File: src/rtl/stream_ram_writer_pkg.sv
// Shared types for the stream-to-RAM frame writer.
package stream_ram_writer_pkg;

    typedef enum logic {
        FILL = 1'b0,
        DONE = 1'b1
    } state_e;

    function automatic int depth_of(input int addr_width);
        return 1 << addr_width;
    endfunction

endpackage

File: src/rtl/stream_ram_writer_ram_1w1r_sync.sv
// Single write port, single registered read port RAM; read-first on address collision.
module stream_ram_writer_ram_1w1r_sync
    import stream_ram_writer_pkg::*;
#(
    parameter int DATA_WIDTH = 8,
    parameter int ADDR_WIDTH = 2
) (
    input  logic                  clk,
    input  logic                  rst_n,
    input  logic                  wr_en_i,
    input  logic [ADDR_WIDTH-1:0] wr_addr_i,
    input  logic [DATA_WIDTH-1:0] wr_data_i,
    input  logic                  rd_en_i,
    input  logic [ADDR_WIDTH-1:0] rd_addr_i,
    output logic [DATA_WIDTH-1:0] rd_data_o
);

    localparam int DEPTH = depth_of(ADDR_WIDTH);

    logic [DATA_WIDTH-1:0] mem [DEPTH];
    logic [DATA_WIDTH-1:0] rd_data_q;

    // Array kept free of reset so it maps onto block RAM.
    always_ff @(posedge clk) begin
        if (wr_en_i) begin
            mem[wr_addr_i] <= wr_data_i;
        end
    end

    always_ff @(posedge clk) begin
        if (!rst_n) begin
            rd_data_q <= '0;
        end else if (rd_en_i) begin
            rd_data_q <= mem[rd_addr_i];
        end
    end

    assign rd_data_o = rd_data_q;

endmodule

File: src/rtl/stream_ram_writer.sv
// Packs one valid/ready frame into a small RAM, then freezes it for random-access reads.
module stream_ram_writer
    import stream_ram_writer_pkg::*;
#(
    parameter int DATA_WIDTH = 8,
    parameter int ADDR_WIDTH = 2
) (
    input  logic                  clk,
    input  logic                  rst_n,
    input  logic [DATA_WIDTH-1:0] din_data,
    input  logic                  din_last,
    input  logic                  din_vld,
    output logic                  din_rd,
    input  logic                  clear,
    output logic                  full,
    output logic                  frame_done,
    output logic [ADDR_WIDTH:0]   count,
    input  logic                  rd_en,
    input  logic [ADDR_WIDTH-1:0] rd_addr,
    output logic [DATA_WIDTH-1:0] rd_data
);

    localparam int DEPTH = depth_of(ADDR_WIDTH);

    state_e                state_q;
    logic [ADDR_WIDTH-1:0] wr_ptr_q;
    logic [ADDR_WIDTH-1:0] wr_ptr_d;
    logic [ADDR_WIDTH:0]   count_q;
    logic [ADDR_WIDTH:0]   count_d;
    logic                  full_q;
    logic                  frame_done_q;
    logic                  wr_fire;
    logic                  capture;

    assign din_rd   = (state_q == FILL) && !clear;
    assign wr_fire  = din_vld && din_rd;
    assign wr_ptr_d = wr_ptr_q + ADDR_WIDTH'(1);
    assign count_d  = count_q + (ADDR_WIDTH + 1)'(1);
    // Last slot ends the frame even without din_last; excess words stall.
    assign capture  = din_last || (wr_ptr_q == ADDR_WIDTH'(DEPTH - 1));

    always_ff @(posedge clk) begin
        if (!rst_n) begin
            state_q      <= FILL;
            wr_ptr_q     <= '0;
            count_q      <= '0;
            full_q       <= 1'b0;
            frame_done_q <= 1'b0;
        end else begin
            frame_done_q <= 1'b0;
            if (clear) begin
                state_q  <= FILL;
                wr_ptr_q <= '0;
                count_q  <= '0;
                full_q   <= 1'b0;
            end else if (wr_fire) begin
                wr_ptr_q <= wr_ptr_d;
                count_q  <= count_d;
                if (capture) begin
                    state_q      <= DONE;
                    full_q       <= 1'b1;
                    frame_done_q <= 1'b1;
                end
            end
        end
    end

    stream_ram_writer_ram_1w1r_sync #(
        .DATA_WIDTH(DATA_WIDTH),
        .ADDR_WIDTH(ADDR_WIDTH)
    ) u_ram (
        .clk       (clk),
        .rst_n     (rst_n),
        .wr_en_i   (wr_fire && rst_n),
        .wr_addr_i (wr_ptr_q),
        .wr_data_i (din_data),
        .rd_en_i   (rd_en),
        .rd_addr_i (rd_addr),
        .rd_data_o (rd_data)
    );

    assign full       = full_q;
    assign frame_done = frame_done_q;
    assign count      = count_q;

endmodule

File: config.mk
export PLATFORM = sky130hd
export DESIGN_NAME = stream_ram_writer
export DESIGN_NICKNAME = d
export VERILOG_FILES = /design/src/rtl/stream_ram_writer_pkg.sv /design/src/rtl/stream_ram_writer_ram_1w1r_sync.sv /design/src/rtl/stream_ram_writer.sv
export SDC_FILE = /design/constraint.sdc
export NUM_CORES = 1
export LEC_CHECK = 0
export CAP_MARGIN = 20
export CORE_ASPECT_RATIO = 2
export CORE_MARGIN = 5
export CORE_UTILIZATION = 32
export DETAILED_ROUTE_END_ITERATION = 12
export PLACE_DENSITY = 0.49
export REMOVE_ABC_BUFFERS = 1
export SLEW_MARGIN = 20
export SYNTH_ARGS = -nofsm -noshare
export SYNTH_HDL_FRONTEND = slang
export SYNTH_SLANG_ARGS = --single-unit
File: constraint.sdc
create_clock -name clk -period 4.4 [get_ports clk]
set_clock_uncertainty 0.1 [all_clocks]
set_input_delay 1.32 -clock clk [delete_from_list [all_inputs] [get_ports clk]]
set_output_delay 1.32 -clock clk [all_outputs]
set_load 0.05 [all_outputs]
Word level (Yosys, flattened, before mapping)
Memory sizes are Yosys's and may differ from the RTL's. A register that Yosys moved wholly into a read port is not among the register bits.
Cells that the tools add are included.
{"block": "classes", "add_sub_neg": 2, "n_bitwise": 3, "mux": 3, "n_eq_ne": 1, "reduce_logical": 9}
{"op": "3-bit by 1-bit adder with 3-bit output (second input constant)", "n": 1}
{"op": "1-bit logical AND", "n": 3}
{"op": "1-bit two-way mux", "n": 3}
{"op": "1-bit NOT", "n": 3}
{"op": "3-bit OR reduction", "n": 1}
{"op": "2-bit by 1-bit adder with 2-bit output (second input constant)", "n": 1}
{"op": "2-bit equality test (second input constant)", "n": 1}
{"op": "1-bit zero test", "n": 2}
{"op": "2-bit AND reduction", "n": 1}
{"op": "2-bit OR reduction", "n": 1}
{"op": "1-bit logical OR", "n": 1}
{"block": "word_totals", "in_bits": 16, "n_memories": 1, "word_cells": 23, "mem_bits_rw": 32, "out_inout_bits": 14, "reg_bits": 7}
{"memory": "u_ram.mem", "depth": 4, "width": 8, "read_ports": 1, "rd_clocked_by_memory_dff": 1, "wr": 1, "line_no": "stream_ram_writer_ram_1w1r_sync.sv:20", "text": "logic [DATA_WIDTH-1:0] mem [DEPTH];"}

Logic depth before layout (Yosys ltp)
Gate-level depths: netlist (run 1).
{"block": "depth", "word_depth": 6, "ltp_mapped": 4, "depth_no_buf": 4}

Hierarchy
Synthesis (run 1) repeated with hierarchy kept, for this count alone.
{"block": "hier_totals", "cells_unflattened": 112, "hier_area_um2": 1811.7}
{"module": "stream_ram_writer_ram_1w1r_sync", "seq_area_each_um2": 1121.1, "n_inst": 1, "area_each_um2": 1503.9, "cells_per_inst": 83}
{"module": "stream_ram_writer", "seq_area_each_um2": 140.1, "n_inst": 1, "area_each_um2": 307.8, "cells_per_inst": 29}

Worst setup path before layout (run 1)
No wires, ideal clock.
{"block": "synth_path", "kind": "input port to output port", "from": "in clear", "to": "out din_rd", "setup_slack_ps": 1015, "arrival_time_ps": 1965, "required_time_ps": 2980, "n_path_buf": 0, "stages": 1, "path_cell_list": "nor2_1"}
{"block": "synth_via", "elab_chain_cells": 2}
{"item": "from (decl)", "line_no": "stream_ram_writer.sv:14", "text": "input logic clear,"}
{"item": "1-bit zero test", "line_no": "stream_ram_writer.sv:35", "text": "assign din_rd = (state_q == FILL) && !clear;"}
{"item": "1-bit logical AND", "line_no": "stream_ram_writer.sv:35"}
{"item": "to (decl)", "line_no": "stream_ram_writer.sv:13", "text": "output logic din_rd,"}
No other way between the ends.

Final worst setup path (run 1)
Same ends and word-level chain as after synthesis.

==> results of run 1 <==
[cells in the final DEF, fill, tap and decap left out, types with 2 or more instances in the layout]
master / count
clkbuf_16: 5
clkdlybuf4s50_1: 28
nand3b_1: 9
xnor2_1: 2
and3_1: 4
dfxtp_1: 15
nor2_1: 6
ha_1: 5
o221ai_1: 8
mux2i_1: 18
nor2b_1: 2
edfxtp_1: 32
inv_1: 3
buf_4: 3
[report_power, final]
part	leakage, nW	switching [mW]	total, mW	internal [mW]
clock	0.0669	0.144	0.353	0.209
sequential	0.412	0.00499	0.486	0.481
combinational	0.368	0.0504	0.0877	0.0373
total	0.846	0.199	0.927	0.728
[tightest hold or removal path: cells and delay by family, from the launching register on]
kind	cells	cell delay, ps
AND/OR/NAND/NOR	1	70
flip-flops	1	320
AO/OA/AOI/OAI	1	70
[path summary, 6_finish.rpt]
kind | to | slack (ps) | depth (start not counted)
min | u_ram.rd_data_o[5]$_SDFFE_PN0P_ | 400 | 2
max reg2reg | u_ram.mem[2][3]$_DFFE_PP_ | 2850 | 2
min reg2reg | u_ram.rd_data_o[5]$_SDFFE_PN0P_ | 400 | 2
max | din_rd | 930 | 3
[layout make-up]
| cell class | instances | area, um2 |
|---|---|---|
| Clock buffer | 6 | 129 |
| Clock inverter | 2 | 12.5 |
| Fill cell | 523 | 3350 |
| Inverter | 3 | 11.3 |
| Multi-Input combinational cell | 61 | 514 |
| Sequential cell | 47 | 1260 |
| Tap cell | 61 | 76.3 |
| Timing Repair Buffer | 31 | 303 |
[logic make-up after synthesis]
family                     count (synthesis)  share of synthesized area, %
AOI/OAI and AO/OA                         11                          4.90
xor gates and xnor gates                   3                          1.43
adders and majority gates                  5                          3.40
buffers and inverters                      8                          3.40
DFF                                       47                          68.6
muxes                                     18                          9.80
and+or+nand+nor                           24                          8.44
[sequential cells by signal, summed over array words and instances (netlist names)]
name and flops:
u_ram.mem 32, wr_ptr_q 2, frame_done 1, count 3
u_ram.rd_data_o 8, full 1
[per-stage QoR]
step | hold slack [ps] | power [mW] | instances
finish | 401 | 0.927 | 211
CTS | 405 | 0.937 | 211
global placement | 375 | 0.583 | 203
global route | 453 | 0.971 | 211
floorplan | 408 | 0.540 | 111
detailed placement | 387 | 0.585 | 203
[per-layer routing]
layer / vias up / global-route usage (%) / routed length (um)
met5: - / 0 / 0
met1: 507 / 9.92 / 1280
met3: 4 / 2.96 / 186
met4: 0 / 4.30 / 55
li1: 507 / - / -
met2: 25 / 18.5 / 1910
==> run_results.csv, run 1 <==
group,metric,value,unit
worst_setup_path,crit_type,"in2out",
floorplan,coreArea,5660,um2
worst_setup_path,crit_family,"buffers and inverters",
routing,drt_wl_total,3430,um
worst_setup_path,max_stage_delay,430,ps
yosys,netlist_top_cells_area,"edfxtp_1, dfxtp_1, mux2i_1",
placed_design,gp_congestion,0.634,
placed_design,portBuffers,29,
sta,rsz0062_at_grt,"no",
yosys,synth.distinct_cells,22,
sta,worstMarginPinSlew,968,ps
routing,drt-initial-drc-count,22,
floorplan,dieArea,7450,um2
worst_setup_path,critPathBufInv,2,
worst_setup_path,cp_cell_sequence,"clkdlybuf4s50_1, nor2_1, buf_4",
worst_setup_path,slowest_stage,"clkdlybuf4s50_1",
yosys,ys_async_sr_fraction,0,%
floorplan,rows,39,
sta,tns,0,ps
routing,drc,0,
routing,drt_first_pass_iters,6,
worst_setup_path,end_kind,"output port",
global_routing,grt_pass1_vias,1156,
clock_tree,clk_pin_slew_worst_paths,60,ps
clock_tree,cts_hold_buf,0,
yosys,syn_area,1840,um2
floorplan,start_util,32.5,%
routing,viasPerCell,4.94,
yosys,ys_top_cells_by_count,"edfxtp_1, mux2i_1, dfxtp_1",
routing,vias,1043,
clock_tree,cts_tree,"done",
placed_design,dpl_worst_slack,928,ps
routing,ant_nets,0,
global_routing,antenna_found_initial,0,
floorplan,die_x,63.6,um
run_status,status,"finished clean",
final_layout,finish.instance_area,2310,um2
floorplan,die_h,117,um
pwr,ir_worst_vdd,0.271,mV
sta,setup_viol,0,
placed_design,place_hpwl,2490,um
global_routing,grt_usage,9.90,%
final_layout,area_delta_synth_final,25.5,%
sta,finalCritPeriodShare,78.8,%
sta,fmax,288,MHz
worst_setup_path,critical_path_arrival,2050,ps
final_layout,utilization,40.8,%
sta,worst_slack,933,ps
pwr,p_leak,0.846,nW
sta,hold_viol,0,
global_routing,overflow,0,
worst_setup_path,r2r_start,"full$_SDFFE_PP0P_",
yosys,synth_top_flop_cell,"edfxtp_1",
yosys,yosys.area.top_type,"edfxtp_1",
pwr,power.density,402,nW/um2
min_path,min_from,"u_ram.rd_data_o[5]$_SDFFE_PN0P_",
floorplan,io_pins,30,
final_layout,drive_above_1_share,8.00,%
final_layout,fin_nets,170,
worst_setup_path,start_kind,"input port",
sta,post-route-min-period,3470,ps
final_layout,diodes,0,
sta,maxSlewHeadroom,35.3,%
yosys,syn_avg_cell_area,15.8,um2
worst_setup_path,cp.required,2980,ps
clock_tree,cts_root_buffer,"clkbuf_16",
yosys,synth_cells,116,
yosys,synth_warnings,0,
clock_tree,ctsHtreeMaxLevel,2,
sta,slew_violations,0,
worst_setup_path,cp-startpoint,"clear",
clock_tree,clk_path_buf_depth,2,
global_routing,grt_max_degree,17,
yosys,yosysTopAreaCellShare,52.3,%
global_routing,grt_pass1_wl,5600,um
routing,wire_per_inst,16.2,um
yosys,yosysSeqAreaShare,68.6,%
yosys,synth_seq_cells,47,
clock_tree,cts-buffers-inserted,5,
run,drv_cap,0,
min_path,holdCritPathClass,"reg2reg",
clock_tree,clock-sinks,47,
clock_tree,cts_setup_buffers,0,
clock_tree,clk_latency,280,ps
yosys,yosysMostFrequentCell,"edfxtp_1",
placed_design,placedInstanceArea,2170,um2
worst_setup_path,critPathMaxFanout,3,
clock_tree,cts.repair.resized,0,
yosys,synth-edff-count,32,
No activity file was read; power rests on OpenSTA's default activity.
==> run 2: changes to the inputs <==
==> constraint.sdc (replaced) <==
create_clock -name clk -period 3.3 [get_ports clk]
set_clock_uncertainty 0.1 [all_clocks]
set_input_delay 0.99 -clock clk [delete_from_list [all_inputs] [get_ports clk]]
set_output_delay 0.99 -clock clk [all_outputs]
set_load 0.05 [all_outputs]
==> run 2 against run 1 <==
Register-to-register slack got worse by 1100 ps. Non-clock buffer count up 1. Cell area up 2.1%. Total power rose by 43%. Sequential share of layout area down 1.1 points. Wire length decreased by 0.91%. Global-route usage rose by 0.072 points.
==> run_results.csv, run 2 (same netlist as run 1, synthesis figures left out) <==
group,metric,value,unit
pwr,p_leak,0.872,nW
pwr,p_int,1.05,mW
clock_tree,cts_root_buffer,"clkbuf_16",
clock_tree,cts_hold_buf,0,
pwr,p_total,1.33,mW
worst_setup_path,crit_family,"buffers and inverters",
routing,viasPerCell,4.86,
final_layout,area_delta_synth_final,28.1,%
final_layout,layout_common_cells,"edfxtp_1, clkdlybuf4s50_1, mux2i_1",
clock_tree,clock-sinks,47,
floorplan,die_h,117,um
clock_tree,cts.repair.resized,0,
pwr,p_clk_share,42.3,%
worst_setup_path,cp.required,2210,ps
global_routing,grt_pass1_vias,1172,
global_routing,grt_use_met1,9.77,%
floorplan,io_pins,30,
final_layout,top_register,"u_ram.mem",
sta,worstMarginPinSlew,520,ps
routing,vias,1030,
sta,tns,0,ps
global_routing,overflow,0,
run,drv_cap,0,
clock_tree,clk_latency,280,ps
routing,drt_wl_total,3390,um
sta,post-route-min-period,2880,ps
global_routing,grt_use_met3,2.58,%
pwr,p_comb_share,9.0,%
pwr,seq_power_share,48.7,%
floorplan,dieArea,7450,um2
worst_setup_path,max_stage_delay,440,ps
placed_design,portBuffers,29,
global_routing,busiest_layer,"met2",
run_status,status,"finished clean",
final_layout,largest_reg_flops,32,
worst_setup_path,critPathBufInv,2,
global_routing,antenna_found_initial,0,
worst_setup_path,critical_path_arrival,1790,ps
clock_tree,ctsHtreeMaxLevel,2,
placed_design,gp_congestion,0.665,
routing,drc,0,
pwr,switching_share,21.0,%
final_layout,fin_nets,171,
sta,maxSlewHeadroom,65.3,%
worst_setup_path,slowest_stage,"clkdlybuf4s50_1",
sta,hold_viol,0,
clock_tree,cts_tree,"done",
sta,setup_viol,0,
pwr,ir_worst_vdd,0.419,mV
min_path,holdCritPathClass,"reg2reg",
floorplan,start_util,32.5,%
clock_tree,cts-buffers-inserted,5,
pwr,p_switching,0.279,mW
final_layout,multiInputGateArea,514,um2
clock_tree,clk_path_buf_depth,2,
clock_tree,clk_pin_slew_worst_paths,60,ps
worst_setup_path,cp_cell_sequence,"clkdlybuf4s50_1, nor2_1, buf_12",
global_routing,grt_use_met2,18.8,%
worst_setup_path,start_kind,"input port",
clock_tree,cts_setup_buffers,0,
final_layout,fin_cells,212,
pwr,power.density,565,nW/um2
routing,drt-initial-drc-count,27,
floorplan,coreArea,5660,um2
global_routing,grt_usage,9.97,%
sta,fmax,348,MHz
placed_design,place_hpwl,2540,um
final_layout,fillers,528,
worst_setup_path,critPathMaxFanout,3,
final_layout,utilization,41.6,%
final_layout,mostFrequentLayoutCell,"edfxtp_1",
sta,finalCritPeriodShare,87.2,%
sta,rsz0062_at_grt,"no",
worst_setup_path,end_kind,"output port",
placed_design,dpl.cell_count,204,
worst_setup_path,crit_type,"in2out",
sta,slew_violations,0,
routing,drt_first_pass_iters,4,
final_layout,diodes,0,
routing,wire_per_inst,16.0,um
final_layout,regArea,1260,um2
routing,ant_nets,0,
global_routing,grt_max_degree,17,
floorplan,rows,39,
final_layout,drive_above_1_share,9.27,%
floorplan,die_x,63.6,um
global_routing,grt_pass1_wl,5710,um
## run 2: changes by cell type in the layout (fill, tap and decap cells not counted), sizes merged
| cell | previous run | this run |
|---|---|---|
| clkbuf | 6 | 5 |
| buf | 3 | 4 |
| bufinv | 0 | 1 |
| clkinvlp | 1 | 0 |
| clkinv | 1 | 2 |
## run 2: layer usage
layer	part of all wire (%)	vias to the layer above
li1	-	507
met1	36	483
met2	56	35
met3	5.7	5
met4	1.7	0
met5	0	-
## run 2: path summary, 6_finish.rpt
check,from,endpoint,slack [ps],cells after the start
setup / recovery,clear,din_rd,420,3
hold / removal,full$_SDFFE_PP0P_,full$_SDFFE_PP0P_,400,2
setup reg to reg,full$_SDFFE_PP0P_,u_ram.mem[3][5]$_DFFE_PP_,1760,2
hold reg to reg,full$_SDFFE_PP0P_,full$_SDFFE_PP0P_,400,2
## run 2: worst min-delay path, stage by stage (launching register included)
cell	delay [ps]
dfxtp_1	340
inv_1	60
a21oi_1	50
## run 2: final cells by class
class	instances	share of cell area, %
inverter	3	0.478
sequential	47	53.6
clock buffer	5	5.31
tap	61	3.24
multi-input combinational	61	21.8
timing repair buffer	32	13.7
clock inverter	3	1.86
## run 2: power groups by stage
stage / Combinational [mW] / Sequential (mW) / Clock, mW
6_report: 0.120 / 0.648 / 0.562
5_1_grt: 0.128 / 0.649 / 0.601
3_3_place_gp: 0.120 / 0.660 / 0
2_1_floorplan: 0.0318 / 0.688 / 0
4_1_cts: 0.121 / 0.648 / 0.574
3_5_place_dp: 0.121 / 0.661 / 0
## run 2: through the flow
stage / worst slack [ps] / hold WS [ps] / area (um2)
after floorplan: 575 / 408 / 1790
final: 424 / 399 / 2350
after CTS: 417 / 399 / 2350
after global placement: 431 / 379 / 2190
after detailed placement: 417 / 387 / 2190
after global routing: 355 / 431 / 2350
==> run 3: changes to the inputs <==
--- a/config.mk
+++ b/config.mk
@@ -10,6 +10,7 @@
 export CORE_MARGIN = 5
 export CORE_UTILIZATION = 32
 export DETAILED_ROUTE_END_ITERATION = 12
+export GPL_ROUTABILITY_DRIVEN = 0
 export PLACE_DENSITY = 0.49
 export REMOVE_ABC_BUFFERS = 1
 export SLEW_MARGIN = 20
==> results of run 3 <==
Same layout as run 2: the final DEF is identical, and so are final timing and power.
